===== config.mk =====
export PLATFORM = sky130hd
export DESIGN_NAME = score_saver_flat
export DESIGN_NICKNAME = d
export VERILOG_FILES = /design/src/rtl/score_saver_pkg.sv /design/src/rtl/score_saver_if.sv /design/src/rtl/score_saver_bcd_add_sat.sv /design/src/rtl/score_saver.sv /design/src/flat_wrapper.sv
export SDC_FILE = /design/constraint.sdc
export NUM_CORES = 1
export LEC_CHECK = 0
export ABC_AREA = 0
export CAP_MARGIN = 25
export CORE_UTILIZATION = 48
export DETAILED_ROUTE_END_ITERATION = 8
export PLACE_DENSITY = 0.81
export SLEW_MARGIN = 20
export SYNTH_ARGS = -nofsm -noshare
export SYNTH_HDL_FRONTEND = slang
export SYNTH_HIERARCHICAL = 1
export SYNTH_SLANG_ARGS = --single-unit

===== constraint.sdc =====
create_clock -name clk -period 2.4 [get_ports clk]
set_input_delay 0.48 -clock clk [delete_from_list [all_inputs] [get_ports clk]]
set_output_delay 0.48 -clock clk [all_outputs]
set_load 0.01 [all_outputs]

===== src/rtl/score_saver_pkg.sv =====
// Shared types and constants for the score saver: FSM state encoding and the
// BCD limits used by the score adder and the high-score compare.
package score_pkg;

  typedef enum logic [1:0] {
    S_PLAY  = 2'd0,
    S_CMP   = 2'd1,
    S_WRITE = 2'd2,
    S_SAVED = 2'd3
  } state_t;

  localparam logic [3:0] BCD_MAX_DIGIT = 4'd9;
  localparam logic [7:0] SCORE_MAX     = 8'h99;

endpackage


===== src/rtl/score_saver_if.sv =====
// Game-side signals of the score saver: inputs from the timer and the basket
// sensor, BCD score/high-score digits and status flags toward display and timer.
interface score_saver_if;

  logic       go;
  logic       timer_done;
  logic       basket;
  logic [3:0] score_one;
  logic [3:0] score_ten;
  logic [3:0] high_one;
  logic [3:0] high_ten;
  logic       new_record;
  logic       done_save;

  modport master (
    output go, timer_done, basket,
    input  score_one, score_ten, high_one, high_ten, new_record, done_save
  );

  modport slave (
    input  go, timer_done, basket,
    output score_one, score_ten, high_one, high_ten, new_record, done_save
  );

endinterface


===== src/rtl/score_saver_bcd_add_sat.sv =====
// Two-digit BCD value plus a single-digit constant, clamped at 99.
// Purely combinational; the score register lives in the top module.
module bcd_add_sat
  import score_pkg::*;
#(
  parameter int unsigned ADD = 2
) (
  input  logic [3:0] in_ten,
  input  logic [3:0] in_one,
  output logic [3:0] out_ten,
  output logic [3:0] out_one
);

  logic [4:0] one_sum;
  logic [4:0] ten_sum;

  // Add to the ones digit, carry into tens on overflow past 9, clamp above 99
  always_comb begin
    one_sum = {1'b0, in_one} + 5'(ADD);
    ten_sum = {1'b0, in_ten};
    if (one_sum > {1'b0, BCD_MAX_DIGIT}) begin
      one_sum = one_sum - 5'd10;
      ten_sum = ten_sum + 5'd1;
    end
    if (ten_sum > {1'b0, BCD_MAX_DIGIT}) begin
      out_ten = SCORE_MAX[7:4];
      out_one = SCORE_MAX[3:0];
    end else begin
      out_ten = ten_sum[3:0];
      out_one = one_sum[3:0];
    end
  end

endmodule


===== src/rtl/score_saver.sv =====
// Score saver: counts BCD score during play, and on the rising edge of the
// timer's done level compares against the session high score, stores a new
// record if beaten and reports done_save until the next go.
module score_saver
  import score_pkg::*;
#(
  parameter int unsigned BASKET_PTS = 2
) (
  input  logic         clk,
  input  logic         reset,
  score_saver_if.slave bus
);

  state_t     state_q, state_d;
  logic [7:0] score_q, score_d;
  logic [7:0] high_q, high_d;
  logic       new_record_q, new_record_d;
  logic       done_q, done_d;
  logic       done_rise;
  logic [3:0] sum_ten;
  logic [3:0] sum_one;

  bcd_add_sat #(
    .ADD (BASKET_PTS)
  ) u_add (
    .in_ten  (score_q[7:4]),
    .in_one  (score_q[3:0]),
    .out_ten (sum_ten),
    .out_one (sum_one)
  );

  assign done_rise = bus.timer_done & ~done_q;

  // Next-state logic: scoring in play, compare/store on game end, hold until go
  always_comb begin
    state_d      = state_q;
    score_d      = score_q;
    high_d       = high_q;
    new_record_d = new_record_q;
    done_d       = bus.timer_done;
    unique case (state_q)
      S_PLAY: begin
        if (bus.basket) begin
          score_d = {sum_ten, sum_one};
        end
        if (done_rise) begin
          state_d = S_CMP;
        end
      end
      S_CMP: begin
        if (score_q > high_q) begin
          new_record_d = 1'b1;
          state_d      = S_WRITE;
        end else begin
          new_record_d = 1'b0;
          state_d      = S_SAVED;
        end
      end
      S_WRITE: begin
        high_d  = score_q;
        state_d = S_SAVED;
      end
      S_SAVED: begin
        if (bus.go) begin
          score_d      = 8'h00;
          new_record_d = 1'b0;
          state_d      = S_PLAY;
        end
      end
      default: state_d = S_PLAY;
    endcase
  end

  // State and data registers; reset also wipes the session high score
  always_ff @(posedge clk or posedge reset) begin
    if (reset) begin
      state_q      <= S_PLAY;
      score_q      <= 8'h00;
      high_q       <= 8'h00;
      new_record_q <= 1'b0;
      done_q       <= 1'b0;
    end else begin
      state_q      <= state_d;
      score_q      <= score_d;
      high_q       <= high_d;
      new_record_q <= new_record_d;
      done_q       <= done_d;
    end
  end

  assign bus.score_ten  = score_q[7:4];
  assign bus.score_one  = score_q[3:0];
  assign bus.high_ten   = high_q[7:4];
  assign bus.high_one   = high_q[3:0];
  assign bus.new_record = new_record_q;
  assign bus.done_save  = (state_q == S_SAVED);

endmodule


===== src/flat_wrapper.sv =====
// flat-port wrapper written by rule: the top's interface ports become plain ports
module score_saver_flat import score_pkg::*;
#(
  parameter int unsigned BASKET_PTS = 2
)
  (clk, reset, bus_go, bus_timer_done, bus_basket, bus_score_one, bus_score_ten, bus_high_one, bus_high_ten, bus_new_record, bus_done_save);
  score_saver_if bus_i ();
  input  logic clk;
  input  logic reset;
  input wire logic [$bits(bus_i.go)-1:0] bus_go;
  input wire logic [$bits(bus_i.timer_done)-1:0] bus_timer_done;
  input wire logic [$bits(bus_i.basket)-1:0] bus_basket;
  output wire logic [$bits(bus_i.score_one)-1:0] bus_score_one;
  output wire logic [$bits(bus_i.score_ten)-1:0] bus_score_ten;
  output wire logic [$bits(bus_i.high_one)-1:0] bus_high_one;
  output wire logic [$bits(bus_i.high_ten)-1:0] bus_high_ten;
  output wire logic [$bits(bus_i.new_record)-1:0] bus_new_record;
  output wire logic [$bits(bus_i.done_save)-1:0] bus_done_save;
  assign bus_i.go = bus_go;
  assign bus_i.timer_done = bus_timer_done;
  assign bus_i.basket = bus_basket;
  assign bus_score_one = bus_i.score_one;
  assign bus_score_ten = bus_i.score_ten;
  assign bus_high_one = bus_i.high_one;
  assign bus_high_ten = bus_i.high_ten;
  assign bus_new_record = bus_i.new_record;
  assign bus_done_save = bus_i.done_save;
  score_saver #(.BASKET_PTS(BASKET_PTS)) u_core (.clk(clk), .reset(reset), .bus(bus_i));
endmodule

* Yosys cells after proc, flatten, opt, wreduce, memory -nomap -nowiden *
Cells that the tools add are included.
Widths: inputs -> output; s select.

operators by class
  bitwise operators = 2
  order comparisons = 3
  reduce and logical (&&, ||, !) cells = 6
  muxes and demuxes = 14
  $add $sub $neg = 3
  equality and inequality tests = 6

operators by type and width
  cell                 number
  $mux 8               2
  $pmux 8 s2           1
  $mux 4               3
  $gt 5x4->1 const B   2
  $gt 8x8->1           1
  $pmux 2 s4           1
  $add 4x1->5 const B  1
  $add 4x2->5 const B  1
  $mux 5               1
  $eq 2x2->1 const B   2
  $mux 2               2
  $ne 2x2->1 const B   2
  $reduce_and 2->1     2
  $reduce_bool 2->1    2
  $sub 4x4->4 const B  1
  $mux 1               3
  $reduce_and 3->1     1
  $eq 2x1->1 const B   1
  $logic_not 2->1      1
  $ne 2x1->1 const B   1
  $pmux 1 s2           1
  $and 1x1->1          1
  $not 1->1            1

word-level totals
  input port bits = 5
  flip-flop bits (word level) = 20
  output and inout bits = 18

* Logic depth before layout (Yosys ltp) *
Gate-level depths: netlist (run 1).

  word-level depth = 7
  mapped depth = 8
  gate-level depth less buffers = 8

* Cells and area by module *
Netlist (run 1), hierarchy kept.

modules (own cells, without submodules)
  module       cells an instance  times used  area each (um^2)
  score_saver  114                1           1101.1
  bcd_add_sat  56                 1           342.8

* Worst setup path after synthesis (run 1) *
OpenSTA, ideal clock, no wires.

  path type = reg2reg
  start point = register u_core.score_q[1]
  end point = register u_core.score_q[2]
  cell stages (with the launch flop) = 9
  data required time = 2.268 ns
  clock period less this slack = 2.585 ns
  data arrival time = 2.453 ns
  path slack = -0.185 ns
  setup time = 0.132 ns
  cells stage by stage = dfrtp_1 ha_1 a31oi_1 a31o_2 or4_1 a221o_1 o2111a_1 a22oi_1 o21ai_1

on the way
  word-level cells in the longest chain between the ends = 7
  elaborated cells on any way between the ends = 9

ends and longest elaborated chain
  item                    RTL line                       source
  start, declared         score_saver.sv:15              logic [7:0] score_q, score_d;
  start signal, assigned  score_saver.sv:84              score_q <= score_d;
  $add 4x2->5 (*)         score_saver_bcd_add_sat.sv:19  one_sum = {1'b0, in_one} + 5'(ADD);
  $gt 5x4->1              score_saver_bcd_add_sat.sv:21  if (one_sum > {1'b0, BCD_MAX_DIGIT}) begin
  $mux 5                  score_saver_bcd_add_sat.sv:21
  $gt 5x4->1              score_saver_bcd_add_sat.sv:25  if (ten_sum > {1'b0, BCD_MAX_DIGIT}) begin
  $mux 4 (*)              score_saver_bcd_add_sat.sv:25
  via u_core.sum_one[2]   score_saver.sv:21              logic [3:0] sum_one;
  $mux 8 (*)              score_saver.sv:43              if (bus.basket) begin
  $pmux 8 s2 (*)          score_saver.sv:41              unique case (state_q)

Mark *: on every way through the listed nets, which the timed path passes. The rest lies on a longest branch. The select of a mux whose other input is x is not followed.
A chain may end at the register's enable or synchronous reset.

* Worst setup path in the final report (run 1) *
  start point = register u_core.score_q[1]
  end point = register u_core.score_q[1]

The elaborated chain is that of the path after synthesis.

==> results of run 1 <==
## worst paths after layout
check / startpoint / to / depth (start not counted)
max in group asynchronous: reset / u_core/score_q[6]$_DFFE_PP0P_ / 3
min in group clk: u_core/high_q[2]$_DFFE_PP0N_ / u_core/high_q[2]$_DFFE_PP0N_ / 2
max: u_core/score_q[1]$_DFFE_PP0P_ / u_core/score_q[1]$_DFFE_PP0P_ / 8
max reg2reg: u_core/score_q[1]$_DFFE_PP0P_ / u_core/score_q[1]$_DFFE_PP0P_ / 8
min: reset / u_core/high_q[2]$_DFFE_PP0N_ / 2
min reg2reg: u_core/high_q[2]$_DFFE_PP0N_ / u_core/high_q[2]$_DFFE_PP0N_ / 2
## layout make-up
class                           count  area share, %
Clock buffer                        4          1.411
Timing Repair Buffer               36          18.15
Inverter                           13          2.621
Tap cell                           31          2.083
Multi-Input combinational cell    133          48.72
Sequential cell                    20          27.02
## critical path, stage by stage (launching register included)
cell      delay [ns]
dfrtp_2         0.48
ha_4            0.29
nand3b_1        0.16
a21oi_2         0.07
or4_1           0.50
a221o_1         0.39
o211a_1         0.15
a22oi_1         0.15
o21ai_1         0.08
## metal layers
layer | global-route usage [%] | wire length [µm] | up-vias
li1 | - | - | 685
met1 | 27.47 | 1461 | 668
met2 | 42.01 | 1831 | 34
met3 | 4.839 | 126 | 2
met4 | 3.136 | 19 | 0
met5 | 0 | 0 | -
## registers in the layout, indices dropped and copies added (netlist names)
| signal | flops |
|---|---|
| u_core/score_q | 8 |
| u_core/state_q | 2 |
| u_core/done_q | 1 |
| u_core/bus.new_record | 1 |
| u_core/high_q | 8 |
## cells in the mapped netlist (2+ instances only)
cell / instances / area [µm²]
nand2_1: 27 / 101.4
dfrtp_1: 20 / 500.5
ha_1: 15 / 187.7
inv_1: 12 / 45.04
o21ai_0: 11 / 55.05
a21oi_1: 10 / 50.05
nor2_1: 9 / 33.78
o21ai_1: 9 / 45.04
a22oi_1: 8 / 60.06
nand2b_1: 4 / 25.02
nand3_1: 4 / 20.02
nor3_1: 4 / 20.02
a31oi_1: 2 / 12.51
clkbuf_1: 2 / 7.510
o21ai_2: 2 / 17.52
## cells in the final DEF (no fill, tap or decap), types with 3 or more instances in the layout
cell | Yosys | layout
nand3_1 | 4 | 4
nor2_1 | 9 | 9
nor3_1 | 4 | 4
inv_1 | 12 | 12
buf_4 | 0 | 13
o21ai_1 | 9 | 9
nand2_1 | 27 | 27
nand2b_1 | 4 | 4
ha_1 | 15 | 13
a21oi_1 | 10 | 9
clkbuf_4 | 0 | 3
a22oi_1 | 8 | 8
clkdlybuf4s50_1 | 0 | 22
o21ai_0 | 11 | 11
dfrtp_1 | 20 | 18
## repair_timing
action,CTS,global route
buffers inserted,1,0
pin swaps,0,3
gates cloned,0,0
setup endpoints to repair,1,3
## metrics by stage
stage,util (%),total power [µW]
after global routing,66.37,1652
after global placement,64.72,1294
after CTS,66.37,1539
after floorplan,-,1041
after detailed placement,64.72,1334
final,66.37,1537
## cells by family after synthesis
group | Yosys count | share of synthesized area (%)
buffers and inverters | 17 | 4.505
muxes | 1 | 0.7798
adders and majority gates | 15 | 13.00
AOI/OAI and AO/OA | 57 | 25.91
and+or+nand+nor | 59 | 20.54
DFF | 20 | 34.66
xor gates and xnor gates | 1 | 0.6067
## power by group through the flow
stage,clock network (µW),logic [µW],registers [µW]
2_1_floorplan,0,534,507
3_3_place_gp,0,820,474
3_5_place_dp,0,849,484
4_1_cts,171,892,475
5_1_grt,186,980,486
6_report,167,893,476
==> metrics.md, run 1 <==
| Metric | Value |
|---|---|
| Run status | `complete, but fails checks` |
| Failing checks | `design-rule violations` |
| Required @ worst endpoint | `approximately 2.6 ns` |
| Drc violations | `5` |
| Final WS setup | `0.01308 ns` |
| Final wirelength | `3.438 mm` |
| Synthesized cell area | `0.001444 mm²` |
| RSZ-0062 raised after global routing | `yes` |
| Sequential power share | `31.0%` |
| Non-filler instance count after layout | `237` |
| Synth Net Count | `190` |
| Hold WS | `0.4580 ns` |
| Area growth syn-to-layout | `28.94%` |
| DIE HEIGHT | `~57 µm` |
| Clock Path Buffers | `2` |
| Core area | `0.002805 mm²` |
| CTS clk-pin slew, worst paths | `about 0.12 ns` |
| Initial detailed-routing violation count | `65` |
| Clock sinks | `20` |
| WP data arrival | `2.59 ns` |
| Fill cell count | `approximately 250` |
| Number of max-cap violations | `0` |
| DR WL/cell | `14.51 µm` |
| Yosys reg bits | `20` |
| Pwr/cell area | `825.4 mW/mm²` |
| Mean post-synth cell area | `8.493 µm²` |
| Routed vias/inst | `5.861` |
| Die W | `between 50 and 60 µm` |
| Register Area | `between 500 and 600 µm²` |
| Layout Nets | `between 200 and 250` |
| Post-synth cell types | `46` |
| Worst-Margin Slew | `0.4449 ns` |
| Dpl cells | `232` |
| CTS tree | `built` |
| Clock root cell | `clkbuf_4` |
| Max-slew violations | `0` |
| Syn. warnings | `6` |
| Worst-path fanout max | `5` |
| Ant. Diodes | `0` |
| # resized after CTS | `0` |
| Cell Rows | `19` |
| Hold_buf cts | `0` |
| Vias in the first global route | `1286` |
| P_int | `between 800 and 900 µW` |
| First-pass GRT wire length | `5.713 mm` |
| Dominant synthesized flop cell | `dfrtp_1` |
| Fmax | `between 400 and 500 MHz` |
| Sw frac | `42.12%` |
| Power share of the clock group | `10.9%` |
| Design area | `0.001862 mm²` |
| Area of the multi-input gates | `907.1 µm²` |
| Routability cong. | `0.7927` |
| Combinational share of power | `between 50% and 60%` |
| Worst setup EP type | `register` |
| Dpl ws | `0.01502 ns` |
| Setup Crit Path Kind | `register to register` |
| Period utilization | `99.46%` |
| Worst-Skew Late Latency | `0.31 ns` |
| I/O pin total | `23` |
| Pin count of the biggest net entering global routing | `14` |
| Die ar. | `about 0.0032 mm²` |
| Async SR Flop Fraction | `100.0%` |
| DP Area | `about 0.0018 mm²` |
| Cells after Synth | `170` |
| CP Launch Type | `register` |
| Post-synth EDFFs | `0` |
| Sequential area share after synthesis | `between 30% and 40%` |
| Final worst path period need | `2.387 ns` |
| R2r setup slk | `between 0.01 and 0.015 ns` |
| GRT Resource Usage Total | `22.70%` |
| Initial antenna violation count | `0` |
| Remaining global-route overflow | `0` |
| Setup TNS | `0 ns` |
| Setup violators final | `0` |
| CTS H-Tree Depth | `1` |
| Leakage | `0.0007839 µW` |
| Share of cells above drive strength 1 | `15.05%` |
| Slew headroom | `70.31%` |
| Vias | `1389` |
| Port Buffers | `22` |
| Final number of hold-violating endpoints | `0` |
| Min-Delay Path Class | `primary input to async pin` |
| Final ANT Viol Nets | `0` |
| Drt pass-1 iters | `6` |
| Setup Skew | `0.01843 ns` |
| Worst vdd rail ir drop | `between 0.0005 and 0.0006 V` |
| Starting Density | `between 50% and 60%` |
| NetSw | `~650 µW` |
| Final HPWL DP | `2.659 mm` |
| CTS buffer count | `3` |
Note: power is estimated with default switching activity, not from simulation.
==> inputs of run 2 (changes only) <==
--- a/config.mk
+++ b/config.mk
@@ -5,7 +5,6 @@
 export SDC_FILE = /design/constraint.sdc
 export NUM_CORES = 1
 export LEC_CHECK = 0
-export ABC_AREA = 0
 export CAP_MARGIN = 25
 export CORE_UTILIZATION = 48
 export DETAILED_ROUTE_END_ITERATION = 8
==> results of run 2 <==
The final DEF is identical to that of run 1; final timing and power are the same.
